<file path="src/rtl/axi_pkg.sv">
// Shared definitions for the AXI read arbiter: per-side state encoding,
// fixed AR attribute constants, default IDs and the AR register layout.
package axi_pkg;

    typedef enum logic [1:0] {
        ST_IDLE  = 2'd0,
        ST_ISSUE = 2'd1,
        ST_DATA  = 2'd2
    } port_state_t;

    localparam logic [1:0] AXI_BURST_INCR  = 2'b01;
    localparam logic [1:0] AXI_LOCK_NORMAL = 2'b00;
    localparam logic [3:0] AXI_CACHE_NONE  = 4'b0000;
    localparam logic [2:0] AXI_PROT_NONE   = 3'b000;

    localparam logic [3:0] AXI_ID_INSN = 4'd0;
    localparam logic [3:0] AXI_ID_DATA = 4'd1;

    typedef struct packed {
        logic [3:0]  id;
        logic [31:0] addr;
        logic [7:0]  len;
        logic [2:0]  size;
    } ar_req_t;

    // SLVERR (2'b10) and DECERR (2'b11) are the error responses.
    function automatic logic resp_is_err(input logic [1:0] resp);
        return (resp == 2'b10) || (resp == 2'b11);
    endfunction

endpackage

</file>
<file path="src/rtl/axi_read_arbiter_if.sv">
// AXI3 read address / read data channel bundle between the arbiter
// (master) and the interconnect (slave).
interface axi_read_arbiter_if;

    logic [3:0]  arid;
    logic [31:0] araddr;
    logic [7:0]  arlen;
    logic [2:0]  arsize;
    logic [1:0]  arburst;
    logic [1:0]  arlock;
    logic [3:0]  arcache;
    logic [2:0]  arprot;
    logic        arvalid;
    logic        arready;

    logic [3:0]  rid;
    logic [31:0] rdata;
    logic [1:0]  rresp;
    logic        rlast;
    logic        rvalid;
    logic        rready;

    modport master (
        output arid, araddr, arlen, arsize, arburst, arlock, arcache, arprot, arvalid, rready,
        input  arready, rid, rdata, rresp, rlast, rvalid
    );

    modport slave (
        input  arid, araddr, arlen, arsize, arburst, arlock, arcache, arprot, arvalid, rready,
        output arready, rid, rdata, rresp, rlast, rvalid
    );

endinterface

</file>
<file path="src/rtl/axi_rd_port_fsm.sv">
// Per-side burst tracker: IDLE -> ISSUE -> DATA -> IDLE, plus rid match.
// beat_hit is combinational so returned beats are routed with zero latency.
module axi_rd_port_fsm
    import axi_pkg::*;
#(
    parameter logic [3:0] ID = AXI_ID_INSN
) (
    input  logic       clk,
    input  logic       reset,
    input  logic       accept,
    input  logic       ar_fire,
    input  logic       rvalid,
    input  logic [3:0] rid,
    input  logic       rlast,
    output logic       idle,
    output logic       beat_hit
);

    port_state_t state;

    assign idle     = (state == ST_IDLE);
    assign beat_hit = rvalid && (rid == ID) && ((state == ST_ISSUE) || (state == ST_DATA));

    always_ff @(posedge clk or posedge reset) begin
        if (reset) begin
            state <= ST_IDLE;
        end else begin
            case (state)
                ST_IDLE: begin
                    if (accept) state <= ST_ISSUE;
                end
                // A fast slave may return the first beat in the AR handshake cycle.
                ST_ISSUE: begin
                    if (beat_hit && rlast)       state <= ST_IDLE;
                    else if (ar_fire || beat_hit) state <= ST_DATA;
                end
                ST_DATA: begin
                    if (beat_hit && rlast) state <= ST_IDLE;
                end
                default: state <= ST_IDLE;
            endcase
        end
    end

endmodule

</file>
<file path="src/rtl/axi_read_arbiter.sv">
// Arbitrates instruction/data read bursts onto one AXI3 AR channel and
// routes R beats back by rid. Round-robin arbitration with AXI_RD_RR_EN, else D over I.
module axi_read_arbiter
    import axi_pkg::*;
#(
    parameter logic [3:0] ID_I = AXI_ID_INSN,
    parameter logic [3:0] ID_D = AXI_ID_DATA
) (
    input  logic        clk,
    input  logic        reset,

    input  logic        i_req,
    input  logic [31:0] i_addr,
    input  logic [7:0]  i_len,
    input  logic [2:0]  i_size,
    output logic        i_addr_ok,
    output logic        i_rvalid,
    output logic        i_rlast,
    output logic        i_rerr,
    output logic [31:0] i_rdata,

    input  logic        d_req,
    input  logic [31:0] d_addr,
    input  logic [7:0]  d_len,
    input  logic [2:0]  d_size,
    output logic        d_addr_ok,
    output logic        d_rvalid,
    output logic        d_rlast,
    output logic        d_rerr,
    output logic [31:0] d_rdata,

    axi_read_arbiter_if.master axi
);

    ar_req_t ar_q;
    ar_req_t ar_d;
    logic    ar_vld;
    logic    ar_fire;
    logic    ar_free;
    logic    i_idle, d_idle;
    logic    i_hit, d_hit;
    logic    i_elig, d_elig;
    logic    grant_i, grant_d;

    assign ar_fire = ar_vld && axi.arready;
    assign ar_free = !ar_vld || axi.arready;

    assign i_elig = !reset && i_idle && i_req && ar_free;
    assign d_elig = !reset && d_idle && d_req && ar_free;

`ifdef AXI_RD_RR_EN
    // Pointer moves only on contested grants: the loser of a conflict wins the next one.
    logic favor_d;

    assign grant_d = d_elig && (!i_elig || favor_d);

    always_ff @(posedge clk or posedge reset) begin
        if (reset) begin
            favor_d <= 1'b1;
        end else if (i_elig && d_elig) begin
            favor_d <= !grant_d;
        end
    end
`else
    assign grant_d = d_elig;
`endif

    assign grant_i = i_elig && !grant_d;

    always_comb begin
        ar_d = '{id: ID_I, addr: i_addr, len: i_len, size: i_size};
        if (grant_d) ar_d = '{id: ID_D, addr: d_addr, len: d_len, size: d_size};
    end

    // A grant in the handshake cycle refills the register with no bubble.
    always_ff @(posedge clk or posedge reset) begin
        if (reset) begin
            ar_q   <= '0;
            ar_vld <= 1'b0;
        end else if (grant_i || grant_d) begin
            ar_q   <= ar_d;
            ar_vld <= 1'b1;
        end else if (ar_fire) begin
            ar_vld <= 1'b0;
        end
    end

    axi_rd_port_fsm #(.ID(ID_I)) u_i_fsm (
        .clk      (clk),
        .reset    (reset),
        .accept   (grant_i),
        .ar_fire  (ar_fire && (ar_q.id == ID_I)),
        .rvalid   (axi.rvalid),
        .rid      (axi.rid),
        .rlast    (axi.rlast),
        .idle     (i_idle),
        .beat_hit (i_hit)
    );

    axi_rd_port_fsm #(.ID(ID_D)) u_d_fsm (
        .clk      (clk),
        .reset    (reset),
        .accept   (grant_d),
        .ar_fire  (ar_fire && (ar_q.id == ID_D)),
        .rvalid   (axi.rvalid),
        .rid      (axi.rid),
        .rlast    (axi.rlast),
        .idle     (d_idle),
        .beat_hit (d_hit)
    );

    assign i_addr_ok = grant_i;
    assign d_addr_ok = grant_d;

    assign axi.arid    = ar_q.id;
    assign axi.araddr  = ar_q.addr;
    assign axi.arlen   = ar_q.len;
    assign axi.arsize  = ar_q.size;
    assign axi.arburst = AXI_BURST_INCR;
    assign axi.arlock  = AXI_LOCK_NORMAL;
    assign axi.arcache = AXI_CACHE_NONE;
    assign axi.arprot  = AXI_PROT_NONE;
    assign axi.arvalid = ar_vld;
    assign axi.rready  = !reset;

    assign i_rvalid = i_hit;
    assign i_rlast  = i_hit && axi.rlast;
    assign i_rerr   = i_hit && resp_is_err(axi.rresp);
    assign i_rdata  = i_hit ? axi.rdata : '0;

    assign d_rvalid = d_hit;
    assign d_rlast  = d_hit && axi.rlast;
    assign d_rerr   = d_hit && resp_is_err(axi.rresp);
    assign d_rdata  = d_hit ? axi.rdata : '0;

endmodule
</file>
<file path="src/flat_wrapper.sv">
// flat-port wrapper written by rule: the top's interface ports become plain ports
module axi_read_arbiter_flat import axi_pkg::*;
#(
    parameter logic [3:0] ID_I = AXI_ID_INSN,
    parameter logic [3:0] ID_D = AXI_ID_DATA
)
  (clk, reset, i_req, i_addr, i_len, i_size, i_addr_ok, i_rvalid, i_rlast, i_rerr, i_rdata, d_req, d_addr, d_len, d_size, d_addr_ok, d_rvalid, d_rlast, d_rerr, d_rdata, axi_arid, axi_araddr, axi_arlen, axi_arsize, axi_arburst, axi_arlock, axi_arcache, axi_arprot, axi_arvalid, axi_rready, axi_arready, axi_rid, axi_rdata, axi_rresp, axi_rlast, axi_rvalid);
  axi_read_arbiter_if axi_i ();
  input  logic clk;
  input  logic reset;
  input  logic i_req;
  input  logic [31:0] i_addr;
  input  logic [7:0] i_len;
  input  logic [2:0] i_size;
  output logic i_addr_ok;
  output logic i_rvalid;
  output logic i_rlast;
  output logic i_rerr;
  output logic [31:0] i_rdata;
  input  logic d_req;
  input  logic [31:0] d_addr;
  input  logic [7:0] d_len;
  input  logic [2:0] d_size;
  output logic d_addr_ok;
  output logic d_rvalid;
  output logic d_rlast;
  output logic d_rerr;
  output logic [31:0] d_rdata;
  output wire logic [$bits(axi_i.arid)-1:0] axi_arid;
  output wire logic [$bits(axi_i.araddr)-1:0] axi_araddr;
  output wire logic [$bits(axi_i.arlen)-1:0] axi_arlen;
  output wire logic [$bits(axi_i.arsize)-1:0] axi_arsize;
  output wire logic [$bits(axi_i.arburst)-1:0] axi_arburst;
  output wire logic [$bits(axi_i.arlock)-1:0] axi_arlock;
  output wire logic [$bits(axi_i.arcache)-1:0] axi_arcache;
  output wire logic [$bits(axi_i.arprot)-1:0] axi_arprot;
  output wire logic [$bits(axi_i.arvalid)-1:0] axi_arvalid;
  output wire logic [$bits(axi_i.rready)-1:0] axi_rready;
  input wire logic [$bits(axi_i.arready)-1:0] axi_arready;
  input wire logic [$bits(axi_i.rid)-1:0] axi_rid;
  input wire logic [$bits(axi_i.rdata)-1:0] axi_rdata;
  input wire logic [$bits(axi_i.rresp)-1:0] axi_rresp;
  input wire logic [$bits(axi_i.rlast)-1:0] axi_rlast;
  input wire logic [$bits(axi_i.rvalid)-1:0] axi_rvalid;
  assign axi_arid = axi_i.arid;
  assign axi_araddr = axi_i.araddr;
  assign axi_arlen = axi_i.arlen;
  assign axi_arsize = axi_i.arsize;
  assign axi_arburst = axi_i.arburst;
  assign axi_arlock = axi_i.arlock;
  assign axi_arcache = axi_i.arcache;
  assign axi_arprot = axi_i.arprot;
  assign axi_arvalid = axi_i.arvalid;
  assign axi_rready = axi_i.rready;
  assign axi_i.arready = axi_arready;
  assign axi_i.rid = axi_rid;
  assign axi_i.rdata = axi_rdata;
  assign axi_i.rresp = axi_rresp;
  assign axi_i.rlast = axi_rlast;
  assign axi_i.rvalid = axi_rvalid;
  axi_read_arbiter #(.ID_I(ID_I), .ID_D(ID_D)) u_core (.clk(clk), .reset(reset), .i_req(i_req), .i_addr(i_addr), .i_len(i_len), .i_size(i_size), .i_addr_ok(i_addr_ok), .i_rvalid(i_rvalid), .i_rlast(i_rlast), .i_rerr(i_rerr), .i_rdata(i_rdata), .d_req(d_req), .d_addr(d_addr), .d_len(d_len), .d_size(d_size), .d_addr_ok(d_addr_ok), .d_rvalid(d_rvalid), .d_rlast(d_rlast), .d_rerr(d_rerr), .d_rdata(d_rdata), .axi(axi_i));
endmodule
</file>
<file path="config.mk">
export PLATFORM = sky130hd
export DESIGN_NAME = axi_read_arbiter_flat
export DESIGN_NICKNAME = d
export VERILOG_FILES = /design/src/rtl/axi_pkg.sv /design/src/rtl/axi_read_arbiter_if.sv /design/src/rtl/axi_rd_port_fsm.sv /design/src/rtl/axi_read_arbiter.sv /design/src/flat_wrapper.sv
export SDC_FILE = /design/constraint.sdc
export NUM_CORES = 1
export LEC_CHECK = 0
export ABC_AREA = 1
export CAP_MARGIN = 20
export CORE_ASPECT_RATIO = 0.75
export CORE_MARGIN = 2
export CORE_UTILIZATION = 40
export CTS_CLUSTER_DIAMETER = 60
export DETAILED_ROUTE_END_ITERATION = 16
export MAX_ROUTING_LAYER = met4
export PLACE_DENSITY = 0.95
export SETUP_SLACK_MARGIN = 0.5
export SYNTH_ARGS = -nofsm -noshare
export SYNTH_HDL_FRONTEND = slang
export SYNTH_HIERARCHICAL = 1
export SYNTH_SLANG_ARGS = --single-unit
</file>
<file path="constraint.sdc">
create_clock -name clk -period 5.5 [get_ports clk]
set_clock_uncertainty 0.2 [all_clocks]
set_input_delay 0.825 -clock clk [delete_from_list [all_inputs] [get_ports clk]]
set_output_delay 0.825 -clock clk [all_outputs]
set_load 0.005 [all_outputs]
</file>
==> key figures, run 1 <==
Power and ir drop
  • Leakage dissipation: approximately 3.7 nW
  • Psw: roughly 760 uW
  • VDD IR max: 0.175 mV
  • Clock Power Share: 0.172
  • P per Cell Area: about 320 nW/um2
  • Comb pwr share: 0.524
  • Internal power: roughly 1.3 mW
  • Switch share: 0.365
  • Reg power frac: 0.305

Yosys
  • Async set-reset flop share out of synthesis: 1.00
  • Register area share after synthesis: 0.307
  • Top cell type's share of synthesized area: 0.307
  • Most numerous cell in the Yosys netlist: inv_1
  • FF+latch count, synth: 49
  • Post-synth EDFFs: 0
  • Prevailing post-synth register cell: dfrtp_1
  • Synth Instances: approximately 620
  • Synth area leaders: dfrtp_1 31%, inv_1 16%, nand2_1 16%
  • Cell Area, Synth: roughly 4000 um2
  • Avg Inst Size Synth: roughly 6.5 um2
  • Yosys top cell by area: dfrtp_1
  • Post-synth top cells: 172 x inv_1, 168 x nand2_1, 74 x nand3_1, 49 x dfrtp_1, 45 x nand4_1
  • Yosys cell types: 24
  • Yosys Warn Count: 6

Global routing
  • Grt total ovfl: 0
  • Number of global-route vias before repair: between 4000 and 5000
  • Total Routing Usage GR: 0.229
  • Largest net degree at the start of global routing: 66
  • Antenna violations before repair: 0
  • First-pass GRT wire length: around 20 mm

Placed design
  • Post-place setup slack: between 1 and 1.5 ns
  • I/O Buffers: 247
  • Routability congestion estimate from global placement: between 0.8 and 0.9
  • DP Area: 6390 um2
  • HPWL after DPL: ~9.3 mm

Critical path
  • Crit path max fanout: 35
  • Worst setup SP type: input pin
  • CP arrival: approximately 3.1 ns
  • WP data required: ~4.5 ns
  • CP Capture Type: output pin
  • CP Class: input pin to output pin

Clock tree
  • Hold buffer count at CTS: 0
  • Clk sinks: 49
  • Clk root buf: clkbuf_16
  • CTS clk-pin slew, worst paths: around 0.070 ns
  • Inserted Clock Buffers: 5
  • Post-CTS Setup Bufs: 0
  • Htree depth: 2
  • CTS resizes: 0
  • TritonCTS clock tree: yes
  • Worst-Skew Late Latency: about 0.28 ns
  • Max clock buf depth: 2

Cells and area
  • Share of cells above drive strength 1: 0.0596
  • # diodes: 0
  • Synth-to-layout area growth: 64.5%
  • Nets@finish: 977
  • Fin area: around 6600 um2

STA
  • Relative slew slack: 0.315
  • Worst Max-Slew Pin Slew: slightly above 1 ns
  • Final hold vios: 0
  • Final period demand of the worst path: roughly 4.2 ns
  • Tcrit/Tclk final: 0.758
  • RSZ-0062 raised after global routing: false
  • Setup WS post-layout: approximately 1.3 ns
  • Max Slew Vio Count: 0
  • Max Fclk: between 200 and 250 MHz
  • Fin Setup TNS: 0 ns
  • Worst hold slack: between 0.3 and 0.4 ns
  • Final setup viols: 0

Outcome
  • Status: complete, no violations

Die
  • IO Count: about 260
  • Die area: 10800 um2
  • Die Ht: around 91 um
  • CORE AREA: a little under 10000 um2
  • Die width: between 100 and 150 um
  • Row cnt: 31
  • Initial core utilization: 0.412

Drt
  • DRC: 0
  • Wirelength per Cell: ~13 um
  • 1st-iter DRT viols: 230
  • DRT Pass-1 Iters: 4
  • Routed vias/inst: ~4.6
  • Overall via count from detail_route: ~4400
  • Final WL: 12.5 mm
  • Antenna-violating nets left: 0

Flow run
  • Max Cap Viol: 0

Min path
  • Min-delay worst type: flop to flop
## sequential cells by signal, summed over array words and instances (netlist names)
name	cells
u_core/axi.arlen	8
u_core/axi.arvalid	1
u_core/axi.araddr	32
u_core/u_d_fsm/state	2
u_core/u_i_fsm/state	2
u_core/axi.arid	1
u_core/axi.arsize	3
## area by class of cell
class | instances | area (um2)
timing repair buffer | 252 | 2510
inverter | 178 | 669
clock buffer | 6 | 139
sequential | 49 | 1230
fill | 786 | 3130
clock inverter | 2 | 37.5
multi-input combinational | 352 | 1820
tap | 132 | 165
## metal layers
layer	GRT usage	vias to the layer above	routed length, um
li1	-	2261	-
met1	0.288	2015	5410
met2	0.398	148	6170
met3	0.0442	6	832
met4	0.0216	0	64
met5	-	-	0
## stage by stage
stage | util | power [mW] | std cells
3_3_place_gp | 0.659 | 1.71 | 963
6_report | 0.678 | 2.09 | 971
4_1_cts | 0.678 | 2.11 | 971
3_5_place_dp | 0.659 | 1.75 | 963
2_1_floorplan | - | 1.21 | 630
5_1_grt | 0.678 | 2.25 | 971
## critical path: stages
cell             delay, ns
clkdlybuf4s50_1       0.50
nor2_4                0.20
nand3_4               0.11
inv_1                 0.75
nand2_1               0.15
inv_1                 0.10
clkdlybuf4s50_1       0.49
## power groups by stage
stage	clock network (mW)	logic, mW	registers [mW]
after floorplan	0	0.558	0.649
after global routing	0.381	1.21	0.660
after CTS	0.367	1.11	0.639
final	0.360	1.10	0.638
after detailed placement	0	1.11	0.641
after global placement	0	1.08	0.633
## layout by cell type, fill, tap and decap left out, drive strengths merged
cell           Yosys  final
clkdlybuf4s50      0    247
dfrtp             49     49
o21ai              1      1
nand4             45     45
clkinv             1      1
clkinvlp           0      1
ha                 8      8
nand2            172    172
conb               2     14
inv              177    177
a21oi              2      2
nand3             95     95
nor2              13     13
buf               39      5
bufinv             0      1
clkbuf            12      6
nor3               2      2
## logic make-up (layout without fill, tap and decap cells)
| family | after synthesis | after routing | share of synthesized area |
|---|---|---|---|
| buffers and inverters | 229 | 438 | 0.247 |
| other | 2 | 14 | 0.00188 |
| DFF | 49 | 49 | 0.307 |
| adders and majority gates | 8 | 8 | 0.0251 |
| and+or+nand+nor | 327 | 327 | 0.409 |
| AOI/OAI and AO/OA | 3 | 3 | 0.00940 |
## path summary, 6_finish.rpt
check | from | endpoint | slack (ns) | cells past startpoint
setup / recovery | axi_rid[1] | i_rdata[16] | 1.33 | 7
hold / removal | u_core/axi.araddr[15] | u_core/axi.araddr[15] | 0.31 | 2
setup reg to reg | u_core/u_d_fsm/state[0] | u_core/axi.araddr[8] | 2.34 | 10
hold reg to reg | u_core/axi.araddr[15] | u_core/axi.araddr[15] | 0.31 | 2
max in group asynchronous | reset | u_core/axi.araddr[13] | 3.28 | 3
min in group asynchronous | reset | u_core/u_d_fsm/state[1] | 0.60 | 2
No activity file was read; power rests on OpenSTA's default activity.
==> inputs of run 2 (changes only) <==
--- a/config.mk
+++ b/config.mk
@@ -9,11 +9,11 @@
 export CAP_MARGIN = 20
 export CORE_ASPECT_RATIO = 0.75
 export CORE_MARGIN = 2
-export CORE_UTILIZATION = 40
+export CORE_UTILIZATION = 37
 export CTS_CLUSTER_DIAMETER = 60
 export DETAILED_ROUTE_END_ITERATION = 16
 export MAX_ROUTING_LAYER = met4
-export PLACE_DENSITY = 0.95
+export PLACE_DENSITY = 0.93
 export SETUP_SLACK_MARGIN = 0.5
 export SYNTH_ARGS = -nofsm -noshare
 export SYNTH_HDL_FRONTEND = slang
==> constraint.sdc (replaced) <==
create_clock -name clk -period 3.9 [get_ports clk]
set_clock_uncertainty 0.2 [all_clocks]
set_input_delay 0.585 -clock clk [delete_from_list [all_inputs] [get_ports clk]]
set_output_delay 0.585 -clock clk [all_outputs]
set_load 0.005 [all_outputs]
==> key figures, run 2 (same netlist as run 1, synthesis figures left out) <==
Outcome
  • Status: complete, no violations

Clock tree
  • Clk root buf: clkbuf_16
  • Post-CTS Setup Bufs: 0 (unchanged)
  • Clk sinks: 49 (unchanged)
  • Inserted Clock Buffers: 5 (unchanged)
  • CTS clk-pin slew, worst paths: 0.07 ns (about the same)
  • Max clock buf depth: 2 (unchanged)
  • Hold buffer count at CTS: 0 (unchanged)
  • Htree depth: 2 (unchanged)
  • CTS resizes: 0 (unchanged)
  • Worst-Skew Late Latency: 0.28 ns (about the same)
  • TritonCTS clock tree: yes

STA
  • Tcrit/Tclk final: 0.835
  • Fin Setup TNS: 0 ns (unchanged)
  • Relative slew slack: 0.601 (+0.286)
  • Max Fclk: 307 MHz
  • Final setup viols: 0 (unchanged)
  • Final period demand of the worst path: 3.26 ns
  • Max Slew Vio Count: 0 (unchanged)
  • Worst Max-Slew Pin Slew: 0.599 ns (-0.428 ns)
  • Final hold vios: 0 (unchanged)
  • Setup WS post-layout: 0.642 ns (-0.690 ns)
  • RSZ-0062 raised after global routing: false
  • Worst hold slack: 0.311 ns (+0.00196 ns)

Power and ir drop
  • Comb pwr share: 0.539 (+0.015)
  • Switch share: 0.377 (+0.0121)
  • Reg power frac: 0.313 (+0.008)
  • Leakage dissipation: 3.72 nW (about the same)
  • P per Cell Area: 439 nW/um2 (+38%)
  • VDD IR max: 0.225 mV (+29%)
  • Clock Power Share: 0.148 (-0.024)
  • Internal power: 1.80 mW (+35%)
  • Psw: 1.09 mW (+42%)

Drt
  • DRT Pass-1 Iters: 6 (+2)
  • Final WL: 12.5 mm (+0.10%)
  • Routed vias/inst: 4.47 (-2.0%)
  • DRC: 0 (unchanged)
  • Wirelength per Cell: 12.8 um (-0.71%)
  • Antenna-violating nets left: 0 (unchanged)
  • Overall via count from detail_route: 4377 (-1.2%)
  • 1st-iter DRT viols: 248 (+7.8%)

Cells and area
  • Share of cells above drive strength 1: 0.0629 (+0.00328)
  • Fill cells: 913 (+16%)
  • Finished Layout Cells: 979 (+0.82%)
  • Synth-to-layout area growth: 64.6% (about the same)
  • Most frequent cells in the layout: 247 x clkdlybuf4s50_1, 172 x inv_1, 168 x nand2_1
  • Final Core Density: 0.631 (-0.0462)
  • Most common cell after layout, fill and taps aside: clkdlybuf4s50_1
  • Nets@finish: 981 (+0.41%)
  • Largest register FFs: 32 (unchanged)
  • # diodes: 0 (unchanged)

Min path
  • Min-delay worst type: flop to flop

Critical path
  • CP arrival: 2.47 ns (-0.67 ns)
  • Slowest CP cell: clkdlybuf4s50_1
  • Worst setup SP type: input pin
  • CP Capture Type: output pin
  • Slowest Stage Delay on Critical Path: 0.52 ns (-0.23 ns)
  • WP data required: 3.12 ns (-1.35 ns)
  • CP most frequent cell: inv_1
  • CP Class: input pin to output pin
  • Worst-path cell chain: clkdlybuf4s50_1 > inv_1 > nor2_4 > nand3_2 > inv_1 > buf_4 > nand2_1 > inv_1 > clkdlybuf4s50_1
  • Crit path max fanout: 35 (unchanged)

Die
  • Die Ht: 94.0 um (+3.8%)
  • Row cnt: 32 (+3.2%)
  • Die width: 124 um (+3.8%)
  • IO Count: 263 (unchanged)
  • Initial core utilization: 0.384 (-0.0282)
  • Die area: 11600 um2 (+7.8%)
  • CORE AREA: 10400 um2 (+7.4%)

Global routing
  • Largest net degree at the start of global routing: 63 (-4.5%)
  • Antenna violations before repair: 0 (unchanged)
  • Grt total ovfl: 0 (unchanged)
  • Number of global-route vias before repair: 4003 (-0.82%)
  • First-pass GRT wire length: 19.3 mm (-3.4%)
  • Total Routing Usage GR: 0.212 (-0.0164)

Placed design
  • Post-place setup slack: 0.653 ns (-0.664 ns)
  • Placed cells: 971 (+0.83%)
  • I/O Buffers: 247 (unchanged)
  • Routability congestion estimate from global placement: 0.807 (-8.4%)
  • HPWL after DPL: 9.31 mm (-0.31%)

Flow run
  • Max Cap Viol: 0 (unchanged)
[run 2: area by class of cell]
cell class / count / area, um2 / share of cell area
clock buffers: 6 / 129 / 0.0196
clock inverters: 2 / 15.0 / 0.00228
inverters: 178 / 669 / 0.102
multi-input cells: 352 / 1820 / 0.278
flip-flops and latches: 49 / 1230 / 0.187
well taps: 136 / 170 / 0.0259
repair buffers: 256 / 2540 / 0.386
[run 2: through the flow]
| step | cell area (um2) | power, mW |
|---|---|---|
| floorplan | 4040 | 1.70 |
| global placement | 6430 | 2.42 |
| detailed placement | 6430 | 2.47 |
| CTS | 6570 | 2.92 |
| global route | 6570 | 3.12 |
| finish | 6570 | 2.89 |
[run 2: worst paths after layout]
| check | slack [ns] | start | end | cells past startpoint |
|---|---|---|---|---|
| min in group asynchronous | 0.33 | reset | u_core/u_d_fsm/state[1] | 2 |
| min | 0.31 | u_core/axi.araddr[18] | u_core/axi.araddr[18] | 2 |
| max reg2reg | 1.49 | u_core/u_i_fsm/state[1] | u_core/axi.araddr[27] | 9 |
| max in group asynchronous | 2.17 | reset | u_core/axi.arlen[6] | 4 |
| min reg2reg | 0.31 | u_core/axi.araddr[18] | u_core/axi.araddr[18] | 2 |
| max | 0.64 | axi_rid[0] | d_rdata[28] | 9 |
[run 2: power by group through the flow]
| stage | clock, mW | combinational, mW | sequential (mW) |
|---|---|---|---|
| floorplan | 0 | 0.788 | 0.915 |
| global placement | 0 | 1.53 | 0.896 |
| detailed placement | 0 | 1.57 | 0.906 |
| CTS | 0.446 | 1.57 | 0.903 |
| global route | 0.470 | 1.71 | 0.937 |
| finish | 0.426 | 1.56 | 0.904 |
[run 2: layer usage]
metal	wire [um]	GRT usage
met3	981	0.0479
met5	0	-
met1	5330	0.267
met2	5990	0.351
met4	193	0.0468
[run 2: worst max-delay path, delay by kind of cell]
family        cells  cell delay, ns
simple gates      3            0.31
buf+inv           6            1.57
